## config.mk

```make
export PLATFORM = sky130hd
export DESIGN_NAME = key_event_queue
export DESIGN_NICKNAME = d
export VERILOG_FILES = /design/src/rtl/key_event_queue.sv
export SDC_FILE = /design/constraint.sdc
export NUM_CORES = 1
export LEC_CHECK = 0
export ABC_AREA = 0
export CAP_MARGIN = 15
export CORE_MARGIN = 2
export CORE_UTILIZATION = 55
export DETAILED_ROUTE_END_ITERATION = 10
export DONT_BUFFER_PORTS = 1
export PLACE_DENSITY = 0.7
export SLEW_MARGIN = 25
export SYNTH_ARGS = -nofsm -noshare
export SYNTH_HDL_FRONTEND = slang
export SYNTH_SLANG_ARGS = --single-unit
export TNS_END_PERCENT = 1
```

## constraint.sdc

```tcl
create_clock -name clk -period 4.7 [get_ports clk]
set_clock_uncertainty 0.05 [all_clocks]
set_input_delay 1.175 -clock clk [delete_from_list [all_inputs] [get_ports clk]]
set_output_delay 1.175 -clock clk [all_outputs]
set_load 0.03 [all_outputs]
```

## src/rtl/key_event_queue.sv

```systemverilog
// key_event_queue: converts debounced lane levels into time-stamped press/release
// events, arbitrated round-robin into a first-word fall-through FIFO.
module key_event_queue #(
  parameter int LANES = 6,
  parameter int TS_W  = 16,
  parameter int DEPTH = 8
) (
  input  logic             clk,
  input  logic             rst_n,
  input  logic             tick,
  input  logic [LANES-1:0] lvl,
  output logic             evt_valid,
  input  logic             evt_ready,
  output logic [2:0]       evt_lane,
  output logic             evt_press,
  output logic [TS_W-1:0]  evt_time,
  output logic             overflow,
  input  logic             clr_ovf
);

  localparam int AW = $clog2(DEPTH);
  localparam int EW = TS_W + 4;

  logic [TS_W-1:0]  ts;
  logic [LANES-1:0] prev;
  logic [LANES-1:0] edge_det;
  logic [LANES-1:0] pend;
  logic [LANES-1:0] pend_type;
  logic [TS_W-1:0]  pend_time [LANES];
  logic [LANES-1:0] gnt_hit;
  logic [LANES-1:0] load;
  logic [LANES-1:0] drop;

  logic [2:0]       rr;
  logic [2:0]       gnt;
  logic [2:0]       scan;
  logic             gnt_vld;

  logic [EW-1:0]    mem [DEPTH];
  logic [AW-1:0]    wr_ptr;
  logic [AW-1:0]    rd_ptr;
  logic [AW:0]      count;
  logic             full;
  logic             push;
  logic             pop;
  logic [EW-1:0]    head;

  function automatic logic [2:0] lane_inc(input logic [2:0] l);
    if (l == 3'(LANES - 1)) return 3'd0;
    return l + 3'd1;
  endfunction

  // Stage 0: edge detect against the previous cycle's level
  assign edge_det = lvl ^ prev;

  assign full = (count == (AW + 1)'(DEPTH));
  assign push = gnt_vld;
  assign pop  = evt_valid & evt_ready;

  // Round-robin scan starting at rr; full is the start-of-cycle state
  always_comb begin
    gnt     = 3'd0;
    gnt_vld = 1'b0;
    scan    = rr;
    for (int k = 0; k < LANES; k++) begin
      if (!gnt_vld && pend[scan]) begin
        gnt     = scan;
        gnt_vld = 1'b1;
      end
      scan = lane_inc(scan);
    end
    if (full) gnt_vld = 1'b0;
  end

  // A granted slot frees up in the same cycle, so a new edge can reload it
  always_comb begin
    gnt_hit = '0;
    load    = '0;
    drop    = '0;
    for (int i = 0; i < LANES; i++) begin
      gnt_hit[i] = gnt_vld && (gnt == 3'(i));
      load[i]    = edge_det[i] && (!pend[i] || gnt_hit[i]);
      drop[i]    = edge_det[i] && pend[i] && !gnt_hit[i];
    end
  end

  always_ff @(posedge clk or negedge rst_n) begin
    if (!rst_n) begin
      ts       <= '0;
      prev     <= '0;
      pend     <= '0;
      rr       <= 3'd0;
      wr_ptr   <= '0;
      rd_ptr   <= '0;
      count    <= '0;
      overflow <= 1'b0;
    end else begin
      if (tick) ts <= ts + TS_W'(1);
      prev <= lvl;
      pend <= (pend & ~gnt_hit) | load;
      if (push) begin
        rr     <= lane_inc(gnt);
        wr_ptr <= wr_ptr + AW'(1);
      end
      if (pop) rd_ptr <= rd_ptr + AW'(1);
      case ({push, pop})
        2'b10:   count <= count + (AW + 1)'(1);
        2'b01:   count <= count - (AW + 1)'(1);
        default: count <= count;
      endcase
      if (|drop)        overflow <= 1'b1;
      else if (clr_ovf) overflow <= 1'b0;
    end
  end

  // Stage 1: pending slot payload and FIFO storage
  always_ff @(posedge clk) begin
    for (int i = 0; i < LANES; i++) begin
      if (load[i]) begin
        pend_type[i] <= lvl[i];
        pend_time[i] <= ts;
      end
    end
    if (push) mem[wr_ptr] <= {gnt, pend_type[gnt], pend_time[gnt]};
  end

  // Stage 2: fall-through head, forced to zero while empty
  assign head      = mem[rd_ptr];
  assign evt_valid = (count != '0);
  assign evt_lane  = evt_valid ? head[EW-1 -: 3] : 3'd0;
  assign evt_press = evt_valid ? head[TS_W] : 1'b0;
  assign evt_time  = evt_valid ? head[TS_W-1:0] : '0;

endmodule

```

Word-level counts from Yosys, hierarchy flattened:

Memory sizes are Yosys's and may differ from the RTL's.
Index checks and enable logic that the tools add are counted.

* bits in latches: 0
* word-level logic and storage cells: 175
* memory bits (writable): 256
* memory bits (read-only): 0
* output and inout port bits: 22
* flip-flop bits (word level): 48
* memories: 2

Memory list
* mem: depth 8, width 20, read ports 1, clocked after memory_dff 0, write ports 1, line 39 `logic [EW-1:0] mem [DEPTH];`
* pend_time: depth 6, width 16, read ports 1, clocked after memory_dff 0, write ports 6, line 29 `logic [TS_W-1:0] pend_time [LANES];`

* add/sub/neg operators: 11
* multiply operators: 0
* order comparisons: 7
* shift-type cells: 0
* mux-type cells: 66
* eq/ne operators: 13
* bitwise logic cells: 5
* reductions and logical operators: 57
* divide/modulo/power cells: 0

Operator list (count)
* $mux W3: 19
* $mux W1: 38
* $logic_and A1 B1 Y1: 29
* $lt A3 B4 Y1 const B: 7
* $add A3 B1 Y3 const B: 8
* $bmux W1 S3: 7
* $eq A3 B3 Y1 const B: 7
* $logic_not A1 Y1: 17
* $add A16 B1 Y16 const B: 1
* $mux W16: 1
* $pmux W4 S2: 1
* $and A6 B6 Y6: 1
* $eq A3 B2 Y1 const B: 2
* $logic_or A1 B1 Y1: 6
* $not A6 Y6: 1
* $or A6 B6 Y6: 1
* $reduce_or A6 Y1: 1
* $xor A6 B6 Y6: 1
* $add A4 B1 Y4 const B: 1
* $eq A4 B4 Y1 const B: 1
* $reduce_bool A2 Y1: 2
* $reduce_bool A4 Y1: 1
* $sub A4 B1 Y4 const B: 1
* $eq A3 B1 Y1 const B: 1
* other kinds (4): 4

Depth between registers and ports, before layout:

Gate-level depths: netlist of run 1.

* word-level depth: 25
* depth in mapped cells: 15
* depth with buffers taken out: 13

Worst setup path before layout of run 1:

OpenSTA, ideal clock, no wires.

* path type: register -> register
* start point: reg rr[0]
* end point: mem mem[5][0] (netlist bit) (enable)
* arrival time: 3.674 ns
* stages on the path, launching flop included: 11
* path buffers: 3
* slack: 0.550 ns
* cells stage by stage: dfrtp_1 > buf_2 > buf_6 > mux2i_1 > o21a_1 > o211ai_1 > nor3_1 > a22oi_1 > clkbuf_1 > nand2_1 > nor3b_1

* longest elaborated chain between the ends: 22
* elaborated cells on any way between the ends: 51
* classes of those cells: add/sub (5); eq/ne (5); mux (31); reduce/logical (10)

RTL lines
* start, declared: line 34 `logic [2:0] rr;`
* start signal, assigned: line 102 `rr <= lane_inc(gnt);`
* branches (longest 18 deep; another with $add A3 B1 Y3)
* $mux W1 (*): line 66 `if (!gnt_vld && pend[scan]) begin`
* $mux W1 (*): line 72 `if (full) gnt_vld = 1'b0;`
* $mux W1 (*): line 124 `if (push) mem[wr_ptr] <= {gnt, pend_type[gnt], pend_time[gnt]};`
* $mux W1 (not written as such) (*): line 124
* end, declared: line 39

Every way passes the cells marked *. The select of a mux whose other input is x is not followed.

Worst setup path in the final report of run 1:

* start point: reg rr[2]
* end point: mem mem[4][13] (netlist bit) (data pin)

* longest elaborated chain between the ends: 20
* elaborated cells on any way between the ends: 54
* classes of those cells: add/sub (5); eq/ne (5); mux (33); reduce/logical (10); memory (1)

RTL lines (line)
* branches (longest 18 deep; another with $add A3 B1 Y3)
* $mux W3 (*): 66
* $mem_v2 Z6 W16 (*)

Marked as above.

==> reports/metrics.cfg, run 1 <==
[run_status]
outcome=finished clean

[logic_synthesis]
synth-seq-cells=304
syn_area_per_cell_sq_um=16.4
syn_inst=778
ys.flop_type=edfxtp_1
synth_cell_types=64
synth_area_sq_um=12700
ys_warn_count=0
synth.top_cell.area_share_pct=61.8
synth_area_leader_cell=edfxtp_1
synthTopCellsByArea=edfxtp_1 62%, dfrtp_1 8.3%, mux4_2 7.4%
synth-seq-area-share_pct=70.0
synthesis.nets=797
synth_edf_count=262
ys_async_sr_fraction_pct=13.8

[layout]
nets=821
multi_input_area_sq_um=3580
regArea_sq_um=8920
final_area_sq_um=14200
synthToLayoutAreaGrowth_pct=11.6
drive_above_1_share_pct=20.1
diodes=0
fillers=1586

[clock_network]
clock_sinks=304
cts_tree=yes
cts_buffer_depth=3
clkTransAtPathRegs_ps=60
clkLatencyLatePin_ps=550
h-tree-depth=1
root_buffer=clkbuf_16
numCtsBuffers=29
hold_buffers=0

[die]
ios=33
core-area_sq_um=22700
die_height_um=156
initial_core_util_pct=56.1
die_w_um=156
dieArea_sq_um=24400
rows=55

[place]
routabilityCongestion=0.931
port_buffers=0
placed_cell_area_sq_um=13300
hpwl_mm=15.6
post-place-ws_ps=296

[global_route]
grt_pass1_wl_mm=39.5
gr-usage-all-layers_pct=21.2
antenna_found_initial=0
grt_pass1_vias=7041
grt_overflow=0
grt_max_degree=45

[worst_setup_path]
crit_type=register to register
r2r-end=mem[4][13]
end_kind=register
cp.required_ps=5050
crit_fanout=44
worstRegToRegCells=9
r2r_setup_slack_ps=460
critPathArrivalTime_ps=4600
start_kind=register
r2r-start=rr[2]

[job]
max-cap-violations=0

[detailed_routing]
remaining_drc_errors=0
vias=6830
drtPass1Iterations=5
wl_mm=25.3
ant_nets=0
wire_per_inst_um=22.8
drtIter0Drc=531
routed_via_density=6.16

[sta]
finalCriticalPeriod_ps=4240
hold_viol=0
fin_crit_sh_pct=90.3
grt_setup_unrepaired=false
setup_viol=0
setup_slack_ps=456
max_slew.worst_pin.slew_ps=877
max_slew_margin_pct=41.5
max_freq_ghz=0.236
finalSetupTns_ps=0
final_max_slew_viol_count=0

[min_path]
min_path_type=primary input to asynchronous set/reset pin

[logic make-up (layout without fill, tap and decap cells)]
group | count (synthesis) | in the layout | synth area share [%]
mux | 78 | 78 | 10.4
compound gates | 161 | 161 | 9.36
flops | 304 | 304 | 70.0
simple gates | 134 | 134 | 4.95
buf+inv | 63 | 109 | 2.35
xor+xnor | 30 | 30 | 2.06
fa+ha+maj | 8 | 8 | 0.845
[area by class of cell]
type                       count  share of cell area [%]
sequential                   304                    62.8
tap                          285                    2.51
clock inverter                13                    1.16
inverter                      12                   0.317
timing repair buffer          44                    2.50
multi-input combinational    411                    25.2
clock buffer                  40                    5.54
[cell usage after synthesis, types with 9 or more instances]
master and n:
inv_1 9, mux2i_1 25, o32ai_1 17, mux2_2 9, clkbuf_1 25, xnor2_1 22, a211oi_1 30, a21oi_1 9
nand2_1 30, a21boi_0 35, buf_1 9, buf_2 10, dfrtp_1 42, o21ai_0 25, mux4_2 42, nor2_1 57
edfxtp_1 262, nand2b_1 13
[metal layers]
metal	global-route usage (%)	routed length [um]	up-vias
met1	28.0	10500	3514
li1	-	-	3108
met3	3.25	1310	28
met5	0	0	-
met4	4.85	341	0
met2	37.6	13100	180
[flip-flops by register name (all words and copies together), names as in the netlist]
name / count
overflow: 1
wr_ptr: 3
ts: 16
pend: 6
rd_ptr: 3
mem: 160
pend_time: 96
pend_type: 6
count: 4
rr: 3
prev: 6
[worst max-delay path: stages (launching register included)]
cell      delay (ps)
dfrtp_2          640
mux2_2           380
a32oi_1          400
o211ai_1         310
and2_1           220
a211o_1          440
inv_2            710
a211oi_1         140
o32ai_1          510
buf_4            240
[placed cells by master (no fill, tap or decap), drive strengths merged, types with 3 or more instances in the layout]
cell and n:
a211oi 35, a21boi 36, a21o 4, a21oi 9, a22oi 3, and3 3, buf 44, bufinv 4
clkbuf 40, clkinv 8, dfrtp 42, edfxtp 262, ha 7, inv 13, mux2 11, mux2i 25
mux4 42, nand2 31, nand2b 13, nand3 3, nand4 5, nor2 57, nor2b 3, nor3 7
nor4 3, o211ai 4, o21ai 26, o22ai 5, o31ai 3, o32ai 18, or3 3, xnor2 22
xor2 8
[repair_timing]
item	CTS	global route
endpoints found under the setup margin	0	52
gates resized for setup	0	2
buffers inserted	0	0
[how the worst max path moves through the flow]
| stage | startpoint | depth (start not counted) | slack, ps | end |
|---|---|---|---|---|
| floorplan | rr[0] | 10 | 550 | mem[5][0] |
| global placement | rr[0] | 9 | 560 | mem[4][6] |
| detailed placement | rr[0] | 9 | 300 | mem[6][13] |
| CTS | rr[0] | 9 | 260 | mem[4][13] |
| global route | rr[2] | 9 | 240 | mem[5][2] |
| finish | rr[2] | 9 | 460 | mem[4][13] |
[through the flow]
| step | utilization (%) | hold WS, ps | std cells |
|---|---|---|---|
| after floorplan | - | 415 | 778 |
| after global placement | 58.4 | 465 | 1056 |
| after detailed placement | 58.4 | 491 | 1056 |
| after CTS | 62.6 | 255 | 1109 |
| after global routing | 62.6 | 247 | 1109 |
| final | 62.6 | 270 | 1109 |
Power of run 1 is left out: the tool's default activity adds up to more than one toggle a clock period on the data nets, which glitch-free logic cannot reach.
==> run 2: changes to the inputs <==
--- a/config.mk
+++ b/config.mk
@@ -6,9 +6,9 @@
 export NUM_CORES = 1
 export LEC_CHECK = 0
 export ABC_AREA = 0
-export CAP_MARGIN = 15
 export CORE_MARGIN = 2
 export CORE_UTILIZATION = 55
+export CTS_CLUSTER_SIZE = 12
 export DETAILED_ROUTE_END_ITERATION = 10
 export DONT_BUFFER_PORTS = 1
 export PLACE_DENSITY = 0.7
==> constraint.sdc (replaced) <==
create_clock -name clk -period 5.4 [get_ports clk]
set_clock_uncertainty 0.05 [all_clocks]
set_input_delay 1.35 -clock clk [delete_from_list [all_inputs] [get_ports clk]]
set_output_delay 1.35 -clock clk [all_outputs]
set_load 0.03 [all_outputs]
==> run 2 against run 1 <==
Count of clock-buffer cells in the layout up 12. First-iteration DRC count up 21%. Via count up 0.47%. Final cell count down 1.3%. Critical path depth up 1. Sequential share of layout area up 0.63 points. Setup slack better by 410 ps. Maximum frequency down 6.5%. Worst hold slack better by 180 ps. Wire length up 4.6%. Largest cell class unchanged.
==> reports/metrics.cfg, run 2 (synthesized netlist as in run 1, its figures left out) <==
[die]
initial_core_util_pct=56.1  ; unchanged
ios=33  ; unchanged
rows=55  ; unchanged
core-area_sq_um=22700  ; unchanged
dieArea_sq_um=24400  ; unchanged
die_w_um=156  ; unchanged
die_height_um=156  ; unchanged

[clock_network]
root_buffer=clkbuf_16
numCtsBuffers=30  ; +3.4%
cts_buffer_depth=3  ; unchanged
clkTransAtPathRegs_ps=60  ; about the same
clock_sinks=304  ; unchanged
cts_resized=0  ; unchanged
h-tree-depth=1  ; unchanged
cts_tree=yes
clkLatencyLatePin_ps=540  ; about the same
post_cts_buffers=0  ; unchanged
hold_buffers=0  ; unchanged

[global_route]
grt_overflow=0  ; unchanged
grt_max_degree=43  ; -4.4%
grt_pass1_vias=7029  ; -0.17%
grt.busiest_layer=met2
grt_use_met3_pct=2.56  ; -0.69 points
antenna_found_initial=0  ; unchanged
globalRouteMet2Util_pct=38.2  ; +0.59 points
gr-usage-all-layers_pct=22.3  ; +1.0 points
grt_pass1_wl_mm=40.9  ; +3.7%
grt_util_met1_pct=30.7  ; +2.7 points

[sta]
max_freq_ghz=0.220  ; -6.5%
final_max_slew_viol_count=0  ; unchanged
fin_crit_sh_pct=84.1  ; -6.2 points
hold_viol=0  ; unchanged
grt_setup_unrepaired=false
finalSetupTns_ps=0  ; unchanged
max_slew.worst_pin.slew_ps=994  ; +117 ps
max_slew_margin_pct=33.5  ; -8.0 points
finalCriticalPeriod_ps=4540  ; +295 ps
setup_viol=0  ; unchanged

[layout]
diodes=0  ; unchanged
nets=805  ; -1.9%
fillers=1600  ; +0.88%
top_regs=mem: 160 flops, pend_time: 96 flops, ts: 16 flops
synthToLayoutAreaGrowth_pct=10.5
drive_above_1_share_pct=17.9  ; -2.2 points
largest_reg_flops=160  ; unchanged
final_common_cell=edfxtp_1
regArea_sq_um=8920  ; about the same
largest_register=mem
multi_input_area_sq_um=3610  ; +0.91%
most-common-layout-cells=262 x edfxtp_1, 55 x nor2_1, 42 x mux4_2, 40 x dfrtp_1, 35 x a21boi_0

[worst_setup_path]
crit_slowest_cell=dfrtp_1
crit_fanout=25  ; -43%
end_kind=register
critPathArrivalTime_ps=4700  ; +100 ps
cp.required_ps=5560  ; +510 ps
cp_top_family=compound AO/OA/AOI/OAI gates
cpPeakStageDelay_ps=890  ; +180 ps
start_kind=register
path_buf_inv=3  ; +1
crit_type=register to register
crit_chain=inv_1, a32oi_1, o211ai_1, nor3_1, a221o_2, nand2_4, inv_2, buf_12, a211oi_1, o32ai_1

[detailed_routing]
vias=6862  ; +0.47%
wire_per_inst_um=24.1  ; +5.9%
ant_nets=0  ; unchanged
wl_mm=26.4  ; +4.6%
drtPass1Iterations=5  ; unchanged
routed_via_density=6.27  ; +1.8%
remaining_drc_errors=0  ; unchanged
drtIter0Drc=641  ; +21%

[place]
hpwl_mm=16.0  ; +2.8%
port_buffers=0  ; unchanged
routabilityCongestion=0.946  ; +1.6%

[run_status]
outcome=finished clean

[min_path]
min_path_type=primary input to asynchronous set/reset pin

[job]
max-cap-violations=0  ; unchanged

## run 2: cell count changes in the layout (fill, tap and decap cells not counted), moves of 3 or more
cell       previous run  this run
o32ai_1              17        14
o32ai_2               0         3
clkinv_2              5         1
clkbuf_1              9        19
bufinv_16             4         1
buf_4                42        26
## run 2: final cells by class
class | count | area share [%]
tap | 285 | 2.53
inverter | 12 | 0.320
clock buffer | 52 | 6.22
multi-input combinational | 411 | 25.7
sequential | 304 | 63.4
timing repair buffer | 27 | 1.53
clock inverter | 4 | 0.302
## run 2: worst paths after layout
kind / startpoint / endpoint / slack, ps / cells past startpoint
min: rst_n / ts[1] / 450 / 0
max in group asynchronous: rst_n / rd_ptr[0] / 4730 / 0
max reg2reg: rr[0] / mem[1][15] / 860 / 10
max: rr[0] / mem[1][15] / 860 / 10
min reg2reg: prev[5] / pend[5] / 490 / 2
min in group clk: prev[5] / pend[5] / 490 / 2
## run 2: metal layers
metal	vias to the layer above	part of all wire, %
met2	239	50
met3	49	5.9
met5	-	0
met4	0	2.5
met1	3485	42
li1	3089	-
## run 2: metrics by stage
stage,area (sq um),utilization [%],setup slack (ps),std cells,hold WS [ps]
after floorplan,12700,-,1250,778,415
after global placement,13100,57.8,1240,1039,474
after detailed placement,13100,57.8,965,1039,474
after CTS,14000,61.9,886,1095,434
after global routing,14100,62.0,445,1095,432
final,14100,62.0,861,1095,453
Power of run 2 is left out for the same reason.
==> run 3: changes to the inputs <==
--- a/config.mk
+++ b/config.mk
@@ -11,7 +11,7 @@
 export CTS_CLUSTER_SIZE = 12
 export DETAILED_ROUTE_END_ITERATION = 10
 export DONT_BUFFER_PORTS = 1
-export PLACE_DENSITY = 0.7
+export PLACE_DENSITY = 0.73
 export SLEW_MARGIN = 25
 export SYNTH_ARGS = -nofsm -noshare
 export SYNTH_HDL_FRONTEND = slang
==> constraint.sdc (replaced) <==
create_clock -name clk -period 3.85 [get_ports clk]
set_clock_uncertainty 0.05 [all_clocks]
set_input_delay 0.9625 -clock clk [delete_from_list [all_inputs] [get_ports clk]]
set_output_delay 0.9625 -clock clk [all_outputs]
set_load 0.03 [all_outputs]
==> run 3 against run 2 <==
Critical endpoint is now mem[2][5]. Non-clock buffer count up 44. Final cell count rose by 4.0%. First-iteration DRC count is 8.0% higher. Critical path depth is 1 higher. Global-route usage decreased by 0.52 points.
==> reports/metrics.cfg, run 3 (synthesized netlist as in run 1, its figures left out) <==
[run_status]
outcome=finished clean

[sta]
final_max_slew_viol_count=0  ; unchanged
max_freq_ghz=0.275  ; +25%
fin_crit_sh_pct=94.5  ; +10 points
finalCriticalPeriod_ps=3640  ; -901 ps
max_slew_margin_pct=56.6  ; +23 points
setup_viol=0  ; unchanged
hold_viol=0  ; unchanged
max_slew.worst_pin.slew_ps=650  ; -345 ps
grt_setup_unrepaired=false

[worst_setup_path]
start_kind=register
crit_type=register to register
crit_fanout=26  ; +4.0%
r2r-end=mem[2][5]
critical_path.most_common_cell=buf_4
crit_slowest_cell=a222oi_1
worstRegToRegCells=11  ; +1
end_kind=register
crit_start=rr[0]
critPathArrivalTime_ps=3890  ; -810 ps
r2r-start=rr[0]
r2r_setup_slack_ps=210  ; -650 ps
cp.required_ps=4100  ; -1460 ps
cpPeakStageDelay_ps=550  ; -340 ps
crit_end=mem[2][5]
crit_chain=buf_12, mux2_2, a222oi_1, nand2_1, a21oi_1, a211o_1, inv_2, buf_4, a211oi_1, o32ai_2, buf_4

[clock_network]
post_cts_buffers=0  ; unchanged
cts_buffer_depth=3  ; unchanged
root_buffer=clkbuf_16
clock_sinks=304  ; unchanged
hold_buffers=0  ; unchanged
numCtsBuffers=30  ; unchanged
h-tree-depth=1  ; unchanged
clkLatencyLatePin_ps=550  ; about the same
clkTransAtPathRegs_ps=60  ; about the same
cts_tree=yes

[place]
dp.cells=1083  ; +4.2%
hpwl_mm=16.2  ; +1.4%
port_buffers=0  ; unchanged
routabilityCongestion=0.788  ; -17%

[die]
core-area_sq_um=22700  ; unchanged
dieArea_sq_um=24400  ; unchanged
rows=55  ; unchanged
initial_core_util_pct=56.1  ; unchanged
ios=33  ; unchanged
die_w_um=156  ; unchanged
die_height_um=156  ; unchanged

[global_route]
grt_pass1_wl_mm=40.4  ; -1.2%
grt_pass1_vias=7201  ; +2.4%
grt_max_degree=44  ; +2.3%
gr-usage-all-layers_pct=21.7  ; -0.52 points
grt_overflow=0  ; unchanged
antenna_found_initial=0  ; unchanged

[layout]
final_common_cell=edfxtp_1
fin_cells=1139  ; +4.0%
drive_above_1_share_pct=21.9  ; +4.0 points
most-common-layout-cells=262 x edfxtp_1, 65 x buf_4, 55 x nor2_1, 42 x mux4_2, 40 x dfrtp_1
nets=849  ; +5.5%
synthToLayoutAreaGrowth_pct=13.1
top_regs=mem: 160 flops, pend_time: 96 flops, ts: 16 flops
largest_register=mem
largest_reg_flops=160  ; unchanged
diodes=0  ; unchanged
fillers=1573  ; -1.7%

[detailed_routing]
routed_via_density=6.22  ; -0.72%
wl_mm=26.0  ; -1.7%
drtIter0Drc=692  ; +8.0%
ant_nets=0  ; unchanged
drtPass1Iterations=5  ; unchanged
remaining_drc_errors=0  ; unchanged
wire_per_inst_um=22.8  ; -5.5%
vias=7086  ; +3.3%

[min_path]
min_path_type=primary input to asynchronous set/reset pin

[job]
max-cap-violations=0  ; unchanged

-- run 3: changes by cell type in the layout (fill, tap and decap cells not counted), sizes merged --
| cell | previous run | this run |
|---|---|---|
| clkinv | 3 | 2 |
| buf | 27 | 71 |
| clkinvlp | 0 | 1 |
| clkbuf | 52 | 53 |
| bufinv | 1 | 0 |
-- run 3: cell type report --
type                       instances  area (sq um)  area share [%]
timing repair buffer              71           608            4.22
clock inverter                     3          32.5           0.226
sequential                       304          8920            61.9
tap                              285           357            2.48
multi-input combinational        411          3600            25.0
clock buffer                      53           837            5.81
inverter                          12          45.0           0.313
-- run 3: metal layers --
| metal | vias to the layer above | share of wire, % | track usage (%) |
|---|---|---|---|
| met3 | 43 | 6.4 | 4.14 |
| met1 | 3622 | 42 | 30.1 |
| met4 | 0 | 1.9 | 5.42 |
| met5 | - | 0 | 0 |
| met2 | 242 | 49 | 36.2 |
| li1 | 3179 | - | - |
-- run 3: worst max-delay path: cells and delay by family (launching register included) --
kind	cells	cell delay, ps
flip-flops	1	520
multiplexers	1	350
AND/OR/NAND/NOR	1	100
buffers and inverters	4	780
AO/OA/AOI/OAI	5	1580
-- run 3: metrics by stage --
step | setup WS [ps] | TNS, ps | utilization, % | hold slack [ps] | cell area, sq um
final | 212 | 0 | 63.4 | 50.6 | 14400
after global routing | 1.32 | 0 | 63.4 | 26.5 | 14400
after CTS | 51.9 | 0 | 63.3 | 30.6 | 14400
after detailed placement | 68.8 | 0 | 59.5 | 471 | 13500
after global placement | 111 | 0 | 59.5 | 469 | 13500
after floorplan | -182 | -5790 | - | 415 | 12700
-- run 3: how the worst min path moves through the flow --
stage | from | to | slack (ps) | cells after the start
2_1_floorplan | count[3] | count[3] | 410 | 1
3_3_place_gp | prev[0] | pend[0] | 470 | 2
3_5_place_dp | count[3] | count[3] | 470 | 1
4_1_cts | rst_n | ts[13] | 30 | 0
5_1_grt | rst_n | ts[13] | 30 | 0
6_report | rst_n | ts[13] | 50 | 0
-- run 3: timing repair --
item | in CTS | in global routing
endpoints found under the hold margin | 0 | 0
endpoints found under the setup margin | 0 | 89
gates resized for setup | 0 | 4
Power of run 3 is left out for the same reason.
